[src/rtl/async_fifo_pkg.sv]
// ============================================================================
// Module      : async_fifo_pkg
// Description : Shared helpers for the dual-clock FIFO pointer logic.
//               Binary/Gray conversion functions and depth constants used
//               by the write-side full generator, the read-side empty
//               generator and the pointer synchronizer.
// Revision    : 1.0 - initial release
// ============================================================================
`default_nettype none

package async_fifo_pkg;

   // Widest pointer the conversion helpers handle. Callers zero-extend
   // their pointer into this width and cast the result back down. Leading
   // zeros do not disturb either conversion.
   localparam int PTR_MAX_W = 32;

   // Default RAM address width and the depth it implies.
   localparam int DEFAULT_AWIDTH = 3;
   localparam int DEPTH          = 2 ** DEFAULT_AWIDTH;

   // Depth for an arbitrary address width.
   function automatic int depth_of(input int awidth);
      return 2 ** awidth;
   endfunction

   function automatic logic [PTR_MAX_W-1:0] bin2gray(input logic [PTR_MAX_W-1:0] bin);
      return bin ^ (bin >> 1);
   endfunction

   // Each binary bit is the XOR of all Gray bits at and above it.
   function automatic logic [PTR_MAX_W-1:0] gray2bin(input logic [PTR_MAX_W-1:0] gray);
      logic [PTR_MAX_W-1:0] bin;
      bin[PTR_MAX_W-1] = gray[PTR_MAX_W-1];
      for (int i = PTR_MAX_W - 2; i >= 0; i--) begin
         bin[i] = bin[i+1] ^ gray[i];
      end
      return bin;
   endfunction

endpackage

`default_nettype wire

[src/rtl/fifo_wptr_full.sv]
// ============================================================================
// Module      : fifo_wptr_full
// Description : Write-side pointer and full-flag generator of the dual-clock
//               FIFO. Holds the binary and Gray write pointers, drives the
//               RAM write port and derives full / almost-full / fill level /
//               overflow from the read pointer after it has been
//               synchronized into this clock domain.
// Revision    : 1.0 - initial release
//
// Ports
//   clk_i             in   1         write-domain clock, rising edge
//   aclr_i            in   1         asynchronous active-high reset
//   wrreq_i           in   1         write request for the current cycle
//   rptr_gray_sync_i  in   AWIDTH+1  synchronized Gray read pointer
//   wen_o             out  1         RAM write enable (wrreq_i & ~full_o)
//   waddr_o           out  AWIDTH    RAM write address
//   wptr_gray_o       out  AWIDTH+1  registered Gray write pointer
//   full_o            out  1         registered full flag
//   almost_full_o     out  1         registered, usedw_o >= AF_LEVEL
//   usedw_o           out  AWIDTH+1  registered fill level (pessimistic)
//   overflow_o        out  1         one-cycle pulse: write dropped while full
// ============================================================================
`default_nettype none

module fifo_wptr_full
   import async_fifo_pkg::*;
#(
   parameter int AWIDTH   = 3,
   parameter int AF_LEVEL = 2 ** AWIDTH - 2
) (
   input  logic              clk_i,
   input  logic              aclr_i,
   input  logic              wrreq_i,
   input  logic [AWIDTH:0]   rptr_gray_sync_i,
   output logic              wen_o,
   output logic [AWIDTH-1:0] waddr_o,
   output logic [AWIDTH:0]   wptr_gray_o,
   output logic              full_o,
   output logic              almost_full_o,
   output logic [AWIDTH:0]   usedw_o,
   output logic              overflow_o
);

   localparam int PTR_W = AWIDTH + 1;

   // Full means the write pointer sits exactly one lap ahead of the read
   // pointer. In Gray code that is the read pointer with its two top bits
   // inverted. Expressed as a mask so AWIDTH = 1 needs no special case.
   localparam logic [PTR_W-1:0] c_full_mask = PTR_W'(3) << (AWIDTH - 1);
   localparam logic [PTR_W-1:0] c_af_level  = PTR_W'(AF_LEVEL);

   logic [PTR_W-1:0] r_wbin;
   logic [PTR_W-1:0] r_wgray;
   logic             r_full;
   logic             r_almost_full;
   logic [PTR_W-1:0] r_usedw;
   logic             r_overflow;

   logic             w_wen;
   logic [PTR_W-1:0] w_wbin_next;
   logic [PTR_W-1:0] w_wgray_next;
   logic [PTR_W-1:0] w_rbin;
   logic [PTR_W-1:0] w_usedw_next;
   logic             w_full_next;
   logic             w_almost_full_next;

   // A write is taken only while the registered full flag is low. Writes
   // presented while full are dropped and reported through overflow_o.
   assign w_wen        = wrreq_i & ~r_full;
   assign w_wbin_next  = r_wbin + PTR_W'(w_wen);
   assign w_wgray_next = PTR_W'(bin2gray(PTR_MAX_W'(w_wbin_next)));
   assign w_rbin       = PTR_W'(gray2bin(PTR_MAX_W'(rptr_gray_sync_i)));

   // Both the next write pointer and the current read pointer feed the
   // flags, so a write and a read step in the same cycle cancel out.
   // The read pointer lags the real one, so this level can only overstate.
   assign w_usedw_next       = w_wbin_next - w_rbin;
   assign w_full_next        = (w_wgray_next == (rptr_gray_sync_i ^ c_full_mask));
   assign w_almost_full_next = (w_usedw_next >= c_af_level);

   always_ff @(posedge clk_i or posedge aclr_i) begin
      if (aclr_i) begin
         r_wbin        <= '0;
         r_wgray       <= '0;
         r_full        <= 1'b0;
         r_almost_full <= 1'b0;
         r_usedw       <= '0;
         r_overflow    <= 1'b0;
      end else begin
         r_wbin        <= w_wbin_next;
         r_wgray       <= w_wgray_next;
         r_full        <= w_full_next;
         r_almost_full <= w_almost_full_next;
         r_usedw       <= w_usedw_next;
         r_overflow    <= wrreq_i & r_full;
      end
   end

   assign wen_o         = w_wen;
   assign waddr_o       = r_wbin[AWIDTH-1:0];
   assign wptr_gray_o   = r_wgray;
   assign full_o        = r_full;
   assign almost_full_o = r_almost_full;
   assign usedw_o       = r_usedw;
   assign overflow_o    = r_overflow;

endmodule

`default_nettype wire

[config.mk]
export PLATFORM = sky130hd
export DESIGN_NAME = fifo_wptr_full
export DESIGN_NICKNAME = d
export VERILOG_FILES = /design/src/rtl/async_fifo_pkg.sv /design/src/rtl/fifo_wptr_full.sv
export SDC_FILE = /design/constraint.sdc
export NUM_CORES = 1
export LEC_CHECK = 0
export CAP_MARGIN = 20
export CELL_PAD_IN_SITES_DETAIL_PLACEMENT = 0
export CELL_PAD_IN_SITES_GLOBAL_PLACEMENT = 1
export CORE_MARGIN = 2
export CORE_UTILIZATION = 31
export CTS_BUF_LIST = sky130_fd_sc_hd__clkbuf_16
export DETAILED_ROUTE_END_ITERATION = 10
export PLACE_DENSITY = 0.82
export SLEW_MARGIN = 20
export SYNTH_ARGS = -nofsm -noshare
export SYNTH_HDL_FRONTEND = slang
export SYNTH_SLANG_ARGS = --single-unit
export TNS_END_PERCENT = 100
[constraint.sdc]
create_clock -name clk_i -period 2 [get_ports clk_i]
set_input_delay 0.3 -clock clk_i [delete_from_list [all_inputs] [get_ports clk_i]]
set_output_delay 0.3 -clock clk_i [all_outputs]
set_load 0.02 [all_outputs]
Yosys cells after proc, flatten, opt, wreduce, memory -nomap -nowiden
Index checks and enable logic that the tools add are counted.
{ "word_totals": {"latchBits": 0, "ramBits": 0, "reg_bits": 15, "in_bits": 7, "romBits": 0, "mem_count": 0, "output_inout_bits": 15, "elab_cells": 18} }
{ "classes": {"eq_ne": 1, "n_mux": 0, "mul": 0, "div_mod_pow": 0, "add_sub_neg": 2, "n_reduce_logical": 0, "shifts": 0, "order_cmp": 1, "bitwise_logic": 8} }
{ "op_table": {"columns": ["op", "n"], "rows": [
  ["adder 4 x 1 -> 4 bit", 1],
  ["== test 4 bit", 1],
  ["greater-or-equal comparator 4 x 3 -> 1 bit (second input constant)", 1],
  ["subtractor 4 bit", 1],
  ["bitwise XOR 4 x 3 -> 4 bit", 1],
  ["bitwise XOR 1 bit", 3],
  ["AND 1 bit", 2],
  ["inverter 2 bit", 1],
  ["inverter 1 bit", 1]
]} }

Longest topological paths before layout
Gate-level depths: netlist (run 1).
{ "depth": {"word_depth": 5, "depth_mapped": 9, "depth_no_buf": 9} }

Least setup slack after synthesis (run 1)
OpenSTA, ideal clock, no wires.
{ "synth_path": {"path_kind": "flip-flop to flip-flop", "startpoint": "register r_full, in the netlist full_o", "endpoint": "register r_almost_full, in the netlist almost_full_o", "setup_time_ns": 0.118, "setup_slack_ns": -0.563, "stages_incl_launch_ff": 10, "t_arrival_ns": 2.444, "synth_period_minus_slack_ns": 2.563, "cell_sequence": "dfrtp_1 > nor2b_1 > ha_1 > ha_1 > xor2_2 > ha_1 > a21oi_1 > o21ai_0 > xor3_1 > a21o_1"} }
{ "synth_via": {"elab_chain_len": 5} }
{ "synth_rtl": {"columns": ["element", "line_no", "rtl"], "rows": [
  ["start: declaration", "fifo_wptr_full.sv:54", "logic r_full;"],
  ["start signal: assignment", "fifo_wptr_full.sv:92", "r_full <= w_full_next;"],
  ["inverter 1 bit", "fifo_wptr_full.sv:69", "assign w_wen = wrreq_i & ~r_full;"],
  ["AND 1 bit", "fifo_wptr_full.sv:69", null],
  ["net wen_o", "fifo_wptr_full.sv:35", "output logic wen_o,"],
  ["adder 4 x 1 -> 4 bit", "fifo_wptr_full.sv:70", "assign w_wbin_next = r_wbin + PTR_W'(w_wen);"],
  ["net w_wbin_next[2]", "fifo_wptr_full.sv:60", "logic [PTR_W-1:0] w_wbin_next;"],
  ["subtractor 4 bit", "fifo_wptr_full.sv:77", "assign w_usedw_next = w_wbin_next - w_rbin;"],
  ["net w_usedw_next[3]", "fifo_wptr_full.sv:63", "logic [PTR_W-1:0] w_usedw_next;"],
  ["greater-or-equal comparator 4 x 3 -> 1 bit", "fifo_wptr_full.sv:79", "assign w_almost_full_next = (w_usedw_next >= c_af_level);"],
  ["net w_almost_full_next", "fifo_wptr_full.sv:65", "logic w_almost_full_next;"],
  ["end signal: assignment", "fifo_wptr_full.sv:93", "r_almost_full <= w_almost_full_next;"],
  ["end: declaration", "fifo_wptr_full.sv:55", "logic r_almost_full;"]
]} }
The timed path passes the listed nets, and every way through them passes these cells.

Final worst setup path (run 1)
{ "layout_path": {"startpoint": "register r_full, in the netlist full_o", "endpoint": "register r_almost_full, in the netlist almost_full_o"} }
{ "layout_via": {"elab_chain_len": 5} }
{ "layout_rtl": {"columns": ["element", "line_no"], "rows": [
  ["inverter 1 bit", "fifo_wptr_full.sv:69"],
  ["AND 1 bit", "fifo_wptr_full.sv:69"],
  ["adder 4 x 1 -> 4 bit", "fifo_wptr_full.sv:70"],
  ["net w_wbin_next[2]", "fifo_wptr_full.sv:60"],
  ["subtractor 4 bit", "fifo_wptr_full.sv:77"],
  ["net w_usedw_next[3]", "fifo_wptr_full.sv:63"],
  ["greater-or-equal comparator 4 x 3 -> 1 bit", "fifo_wptr_full.sv:79"],
  ["net w_almost_full_next", "fifo_wptr_full.sv:65"]
]} }
The timed path passes the listed nets, and every way through them passes these cells.

==> results of run 1 <==
## where the power goes
part / leakage (uW) / switching, uW / total [uW] / internal (uW)
clock: 0.0000385 / 103 / 366 / 263
sequential: 0.000166 / 89.2 / 536 / 447
combinational: 0.000341 / 739 / 1600 / 860
## worst paths after layout
kind	start	end	slack [ns]	cells after the start
worst max register to register	full_o	almost_full_o	0.005	9
worst max-delay path	full_o	almost_full_o	0.005	9
max in group asynchronous	aclr_i	full_o	1.23	2
min in group clk_i	wrreq_i	overflow_o	0.43	2
worst min-delay path	aclr_i	overflow_o	0.40	2
worst min register to register	r_wbin[3]	r_wbin[3]	0.60	2
## cell usage after synthesis, types with 2 or more instances
cell type	count
dfrtp_1	14
inv_1	7
ha_1	5
xnor2_1	5
xor2_1	5
nand3_1	2
or3_1	2
xor2_2	2
## placed cells by master (no fill, tap or decap), drive strengths merged
master / synthesis / final
fa: 1 / 1
xnor2: 5 / 5
clkdlybuf4s50: 0 / 18
clkbuf: 0 / 3
and2: 1 / 1
or3: 2 / 2
dfrtp: 14 / 14
dlygate4sd2: 0 / 2
nand2: 1 / 1
nand3: 3 / 3
xor3: 1 / 1
ha: 5 / 5
clkinv: 0 / 1
nor2b: 1 / 1
o21ai: 1 / 1
a21oi: 1 / 1
a21o: 1 / 1
inv: 7 / 7
clkdlybuf4s15: 0 / 1
buf: 0 / 15
a22oi: 1 / 1
xor2: 7 / 7
## per-layer routing
metal / global-route usage / vias to the layer above / part of all wire
met5: 0 / - / 0
met4: 0.126 / 0 / 0.052
met3: 0.0179 / 6 / 0.051
met2: 0.237 / 24 / 0.52
met1: 0.125 / 258 / 0.37
li1: - / 242 / -
## per-stage QoR
stage / std cells / cell area, sq um / TNS (ns) / hold WS (ns) / total power [uW]
floorplan: 52 / 734 / -0.122 / 0.189 / 1410
global placement: 111 / 1060 / -1.44 / 0.553 / 1950
detailed placement: 111 / 1060 / -1.67 / 0.570 / 2000
CTS: 118 / 1180 / -0.299 / 0.413 / 2540
global route: 119 / 1190 / -0.0749 / 0.464 / 2660
finish: 119 / 1190 / 0 / 0.397 / 2500
## area by class of cell
type	count	area (sq um)	share of cell area
Tap cell	27	33.8	0.0283
Timing Repair Buffer	36	320	0.268
Inverter	7	26.3	0.0220
Multi-Input combinational cell	31	384	0.321
Clock inverter	1	3.75	0.00314
Sequential cell	14	352	0.294
Clock buffer	3	75.1	0.0628
## sequential cells by signal (all words and copies together) (netlist names)
name           cells
overflow_o         1
almost_full_o      1
full_o             1
r_wbin             4
usedw_o            4
wptr_gray_o        3
## critical path, delay by kind of cell, from the launching register on
family	cells	cell delay, ns
compound gates	2	0.30
flops	1	0.38
fa+ha+maj	3	0.63
simple gates	2	0.10
xor+xnor	2	0.47
## cells by family after synthesis
group,synth area share
flops,0.518
xor+xnor,0.213
simple gates,0.0721
buf+inv,0.0388
fa+ha+maj,0.122
compound gates,0.0370
## repair_timing
action	4_1_cts	5_1_grt
resized for setup	9	1
pin swaps	4	3
hold endpoints to repair	0	0
buffers inserted	3	1
setup endpoints to repair	5	3
==> flow_summary_export.csv, run 1 <==
group,metric,value,unit
power,leakage,0.000545,uW
synthesis,ys_warn_count,0,
clocking,cts_tree,"done",
grt,grt_pass1_vias,568,
sta,fin_worst_skew,0.00532,ns
sta,tightest_slew,0.510,ns
clocking,cts_hold_buf,0,
sta,min_period,2.00,ns
grt,grt.overflow.total,0,
grt,antenna_found_initial,0,
critical_path,crit_fanout,3,
clocking,htree_levels,1,
critical_path,path_cells,"nor2b_4 > ha_4 > ha_4 > xor2_4 > ha_4 > nand2_2 > o21ai_2 > xor3_1 > a21o_1",
placed_design,io_buffers,21,
synthesis,netlist_area,677,sq um
synthesis,synth-seq-cells,14,
critical_path,cp_data_arrival_time,2.12,ns
critical_path,path_class,"reg -> reg",
clocking,cts_root_buffer,"clkbuf_16",
clocking,numCtsBuffers,3,
grt,grt_use_total,0.131,
synthesis,yosysSeqAreaShare,0.518,
critical_path,endpoint_kind,"flop",
routing,ant_nets,0,
synthesis,yosysTopAreaCell,"dfrtp_1",
die,start_util,0.338,
synthesis,syn-num-nets,65,
sta,report.final.setup_viol,0,
clocking,clk_latency,0.24,ns
sta,slew_violations,0,
synthesis,synthTopCellsByArea,"dfrtp_1 (52%), ha_1 (9.2%), xnor2_1 (6.5%)",
final_layout,drive_above_1_share,0.348,
critical_path,cpMostUsedCell,"ha_4",
synthesis,yosys.area.top_type_share,0.518,
critical_path,slowest_stage,"dfrtp_2",
routing,drc,0,
clocking,cts_max_path_buffers,2,
run,max_cap_viol_count,0,
critical_path,cp-start-kind,"flop",
final_layout,antenna_cells,0,
min_path,hold_path_class,"in -> async",
sta,setup_ws,0.00483,ns
synthesis,synth-edff-count,0,
die,dieWidth,50.7,um
routing,wl_per_cell,12.1,um
placed_design,gp_congestion,0.741,
synthesis,synthCells,52,
sta,slew_headroom,0.660,
sta,fmax,501,MHz
clocking,clk_pin_slew,0.05,ns
placed_design,dpl.hpwl,1.10,mm
routing,first_iter_violations,1,
die,dieArea,2570,sq um
die,die_h,50.7,um
sta,rsz0062_at_grt,"yes",
die,rows,16,
status,status,"complete, no violations",
synthesis,async_reset_ff_frac,1.00,
final_layout,fill_cells,166,
final_layout,nets,106,
grt,grt_max_degree,15,
synthesis,synthFlopType,"dfrtp_1",
routing,vias,530,
sta,hold_viol,0,
power,power.density,2090,nW/um^2
final_layout,utilization,0.597,
die,core_area,2000,sq um
placed_design,preCtsSetupSlack,-0.458,ns
critical_path,critPathRequiredTime,2.13,ns
sta,fin_crit_sh,0.998,
clocking,clock_sinks,14,
routing,viasPerCell,4.45,
power,vdd_ir_drop_max,1080,uV
final_layout,area_growth,76.5,%
routing,wl,1.44,mm
grt,grt_first_pass_wirelength,2.35,mm
synthesis,synth.distinct_cells,18,
critical_path,slowest_delay,0.38,ns
die,boundaryPins,22,
synthesis,syn-mean-instance-area,13.0,sq um
routing,firstDrtPassIters,4,
No activity file was read; power rests on OpenSTA's default activity.
==> run 2, diff against run 1 <==
PLACE_DENSITY = default   (was 0.82)
PLACE_DENSITY_LB_ADDON = 0.25   (was default)
==> flow_summary_export.csv, run 2 (synthesized netlist as in run 1, its figures left out) <==
group,metric,value,unit
status,status,"complete, no violations",
final_layout,antenna_cells,0,
critical_path,cpMostUsedCell,"ha_4",
run,max_cap_viol_count,0,
die,dieArea,2570,sq um
final_layout,drive_above_1_share,0.354,
grt,grtUsageMet2,0.195,
power,vdd_ir_drop_max,798,uV
clocking,cts_tree,"done",
critical_path,r2r-end,"almost_full_o",
placed_design,dpl.hpwl,994,um
grt,grtUsageMet1,0.141,
routing,drc,0,
routing,ant_nets,0,
power,clkPwrFrac,0.142,
sta,hold_viol,0,
grt,grt_use_total,0.124,
clocking,clock_sinks,14,
final_layout,fill_cells,163,
clocking,cts_max_path_buffers,2,
routing,vias,514,
sta,report.final.setup_viol,0,
die,die_h,50.7,um
sta,min_period,1.96,ns
routing,first_iter_violations,3,
clocking,clk_latency,0.24,ns
grt,grt_first_pass_wirelength,2.21,mm
clocking,htree_levels,1,
critical_path,path_class,"reg -> reg",
grt,grt.overflow.total,0,
power,leakage,0.000573,uW
grt,use_met3,0.0357,
power,power_frac_seq,0.210,
critical_path,cp_data_arrival_time,2.09,ns
power,power.density,2100,nW/um^2
routing,viasPerCell,4.18,
critical_path,crit_fanout,3,
power,power.internal,1660,uW
final_layout,nets,110,
critical_path,path_cells,"nor2b_4 > ha_4 > ha_4 > xor2_4 > ha_4 > a21oi_2 > o21ai_2 > xor3_1 > a21o_1",
power,p_switching,922,uW
clocking,clk_pin_slew,0.04,ns
critical_path,r2r_setup_slack,0.04,ns
final_layout,area_growth,81.5,%
grt,grt_busiest_layer,"met2",
routing,wl_per_cell,10.2,um
min_path,hold_path_class,"in -> async",
placed_design,gp_congestion,0.758,
power,p_sw_frac,0.357,
sta,timing.setup.tns,0,ns
die,dieWidth,50.7,um
clocking,cts_root_buffer,"clkbuf_16",
clocking,numCtsBuffers,3,
sta,fin_worst_skew,0.00562,ns
sta,fmax,509,MHz
grt,grt_pass1_vias,504,
critical_path,critPathRequiredTime,2.13,ns
critical_path,slowest_delay,0.42,ns
critical_path,r2r_cells,9,
sta,rsz0062_at_grt,"yes",
sta,fin_worst_hold_slack,0.397,ns
placed_design,io_buffers,21,
critical_path,slowest_stage,"dfrtp_2",
critical_path,cp-start-kind,"flop",
die,start_util,0.338,
sta,slew_headroom,0.669,
critical_path,r2r-start,"full_o",
power,p_comb_frac,0.648,
grt,grt_max_degree,15,
sta,slew_violations,0,
routing,wl,1.26,mm
sta,tightest_slew,0.497,ns
critical_path,endpoint_kind,"flop",
routing,firstDrtPassIters,2,
die,rows,16,
die,core_area,2000,sq um
final_layout,most-common-layout-cells,"clkdlybuf4s50_1 (18), buf_4 (18), dfrtp_1 (13)",
grt,antenna_found_initial,0,
sta,fin_crit_sh,0.982,
die,boundaryPins,22,
==> run 2: area by class of cell <==
type	instances	area (sq um)	area share
timing repair buffer	40	353	0.287
inverter	7	26.3	0.0214
sequential	14	352	0.286
multi-input combinational	31	385	0.314
clock inverter	1	3.75	0.00305
clock buffer	3	75.1	0.0611
tap	27	33.8	0.0275
==> run 2: power by group through the flow <==
| stage | Combinational, uW | Clock [uW] | Sequential (uW) |
|---|---|---|---|
| floorplan | 690 | 0 | 718 |
| global placement | 1470 | 0 | 537 |
| detailed placement | 1490 | 0 | 544 |
| CTS | 1570 | 375 | 535 |
| global route | 1840 | 391 | 557 |
| finish | 1670 | 367 | 542 |
==> run 2: per-layer routing <==
layer	wire length, um	up-vias
met3	69	5
met2	635	15
li1	-	253
met5	0	-
met1	511	241
met4	44	0
==> run 2: worst max path at each step <==
stage	to	slack, ns	from	cells after the start
after floorplan	almost_full_o	-0.12	full_o	9
after global placement	almost_full_o	-0.36	wrreq_i	10
after detailed placement	almost_full_o	-0.41	wrreq_i	10
after CTS	almost_full_o	-0.14	full_o	9
after global routing	almost_full_o	-0.03	full_o	9
final	almost_full_o	0.04	full_o	9
==> run 2: worst max-delay path: cells and delay by family (launching register included) <==
| family | cells | cell delay (ns) |
|---|---|---|
| AND/OR/NAND/NOR | 1 | 0.15 |
| XOR/XNOR | 2 | 0.38 |
| flip-flops | 1 | 0.42 |
| adder cells (fa/ha/maj) | 3 | 0.54 |
| AO/OA/AOI/OAI | 3 | 0.36 |
==> run 2: what timing repair did <==
| action | 4_1_cts | 5_1_grt |
|---|---|---|
| gates resized for setup | 5 | 4 |
| hold endpoints to repair | 0 | 0 |
| setup endpoints to repair | 4 | 3 |
| hold buffers | 0 | 0 |
| pin swaps | 3 | 3 |
| buffers inserted | 3 | 3 |
==> run 2: metrics by stage <==
step	setup WS, ns	instance area [sq um]	utilization	power [uW]	cells
2_1_floorplan	-0.122	734	-	1410	52
3_3_place_gp	-0.357	1080	0.538	2010	113
3_5_place_dp	-0.406	1080	0.538	2030	113
4_1_cts	-0.144	1180	0.591	2480	120
5_1_grt	-0.0315	1230	0.614	2790	123
6_report	0.0359	1230	0.614	2580	123
==> run 3, diff against run 2 <==
MAX_ROUTING_LAYER = met4   (was default)
==> flow_summary_export.csv, run 3 (synthesized netlist as in run 1, its figures left out) <==
group,metric,value,unit
clocking,cts_max_path_buffers,2,
power,power.density,2100,nW/um^2
run,max_cap_viol_count,0,
sta,slew_headroom,0.668,
final_layout,nets,110,
critical_path,critPathRequiredTime,2.13,ns
sta,fin_crit_sh,0.981,
routing,firstDrtPassIters,2,
power,p_sw_frac,0.357,
critical_path,slowest_delay,0.42,ns
power,vdd_ir_drop_max,798,uV
die,dieWidth,50.7,um
final_layout,fill_cells,163,
critical_path,r2r_cells,9,
clocking,cts_root_buffer,"clkbuf_16",
critical_path,cpMostUsedCell,"ha_4",
critical_path,r2r-start,"full_o",
clocking,htree_levels,1,
routing,first_iter_violations,3,
placed_design,gp_congestion,0.768,
critical_path,crit_fanout,3,
grt,grt_pass1_vias,504,
sta,tightest_slew,0.497,ns
min_path,hold_path_class,"in -> async",
sta,timing.setup.tns,0,ns
grt,grt_use_total,0.127,
sta,fin_worst_skew,0.00562,ns
die,start_util,0.338,
routing,ant_nets,0,
clocking,cts_tree,"done",
sta,slew_violations,0,
power,clkPwrFrac,0.142,
die,rows,16,
clocking,clk_latency,0.24,ns
critical_path,cp-startpoint,"full_o",
clocking,clk_pin_slew,0.04,ns
clocking,clock_sinks,14,
final_layout,most-common-layout-cells,"clkdlybuf4s50_1 (18), buf_4 (18), dfrtp_1 (13)",
die,core_area,2000,sq um
sta,report.final.setup_viol,0,
critical_path,path_cells,"nor2b_4 > ha_4 > ha_4 > xor2_4 > ha_4 > a21oi_2 > o21ai_2 > xor3_1 > a21o_1",
die,dieArea,2570,sq um
critical_path,endpoint_kind,"flop",
power,p_switching,922,uW
grt,grt_first_pass_wirelength,2.21,mm
routing,viasPerCell,4.19,
final_layout,drive_above_1_share,0.354,
critical_path,slowest_stage,"dfrtp_2",
die,die_h,50.7,um
power,power.internal,1660,uW
critical_path,cp-start-kind,"flop",
sta,hold_viol,0,
critical_path,cp_data_arrival_time,2.09,ns
power,p_comb_frac,0.648,
sta,fmax,510,MHz
grt,antenna_found_initial,0,
routing,vias,515,
routing,wl,1.25,mm
routing,wl_per_cell,10.2,um
die,boundaryPins,22,
clocking,numCtsBuffers,3,
placed_design,dpl.hpwl,994,um
status,status,"complete, no violations",
power,p_total,2580,uW
critical_path,path_class,"reg -> reg",
sta,rsz0062_at_grt,"yes",
grt,grt.overflow.total,0,
placed_design,io_buffers,21,
power,leakage,0.000573,uW
clocking,cts_hold_buf,0,
final_layout,antenna_cells,0,
routing,drc,0,
sta,min_period,1.96,ns
grt,grt_max_degree,15,
final_layout,area_growth,81.5,%
power,power_frac_seq,0.210,
-- run 3: cell counts in the layout (fill, tap and decap cells not counted) --
No cell type changed its count.
-- run 3: area by class of cell --
| class | instances | area, sq um | area share |
|---|---|---|---|
| multi-input cells | 31 | 385 | 0.314 |
| repair buffers | 40 | 353 | 0.287 |
| flip-flops and latches | 14 | 352 | 0.286 |
| clock buffers | 3 | 75.1 | 0.0611 |
| well taps | 27 | 33.8 | 0.0275 |
| inverters | 7 | 26.3 | 0.0214 |
| clock inverters | 1 | 3.75 | 0.00305 |
-- run 3: repair_timing --
item	CTS	global route
pin swaps	3	3
setup buffers	3	3
endpoints found under the setup margin	4	3
resized for setup	5	4
endpoints found under the hold margin	0	0
-- run 3: worst paths after layout --
kind	end	slack [ns]
worst max-delay path	almost_full_o	0.04
worst min-delay path	r_wbin[2]	0.40
worst max register to register	almost_full_o	0.04
worst min register to register	r_wbin[0]	0.70
max in group asynchronous	full_o	1.24
min in group clk_i	overflow_o	0.43
-- run 3: power groups by stage --
stage | registers, uW | logic [uW] | clock network [uW]
2_1_floorplan | 718 | 690 | 0
3_3_place_gp | 537 | 1470 | 0
3_5_place_dp | 544 | 1490 | 0
4_1_cts | 535 | 1570 | 375
5_1_grt | 557 | 1840 | 391
6_report | 541 | 1670 | 367
-- run 3: critical path, delay by kind of cell, from the launching register on --
kind | cells | cell delay, ns
AO/OA/AOI/OAI | 3 | 0.36
XOR/XNOR | 2 | 0.38
flip-flops | 1 | 0.42
AND/OR/NAND/NOR | 1 | 0.15
adder cells (fa/ha/maj) | 3 | 0.55
-- run 3: layer usage --
layer  GRT usage  part of all wire  vias to the layer above
met5           -                 0                        -
met4      0.0946             0.035                        0
met3      0.0357             0.055                        5
met2       0.195              0.51                       15
met1       0.141              0.40                      242
li1            -                 -                      253
-- run 3: metrics by stage --
step / setup slack [ns] / utilization / std cells / hold slack (ns) / instance area [sq um]
after global placement: -0.357 / 0.538 / 113 / 0.534 / 1080
after floorplan: -0.122 / - / 52 / 0.189 / 734
after detailed placement: -0.406 / 0.538 / 113 / 0.538 / 1080
after global routing: -0.0315 / 0.614 / 123 / 0.441 / 1230
after CTS: -0.144 / 0.591 / 120 / 0.419 / 1180
final: 0.0377 / 0.614 / 123 / 0.397 / 1230
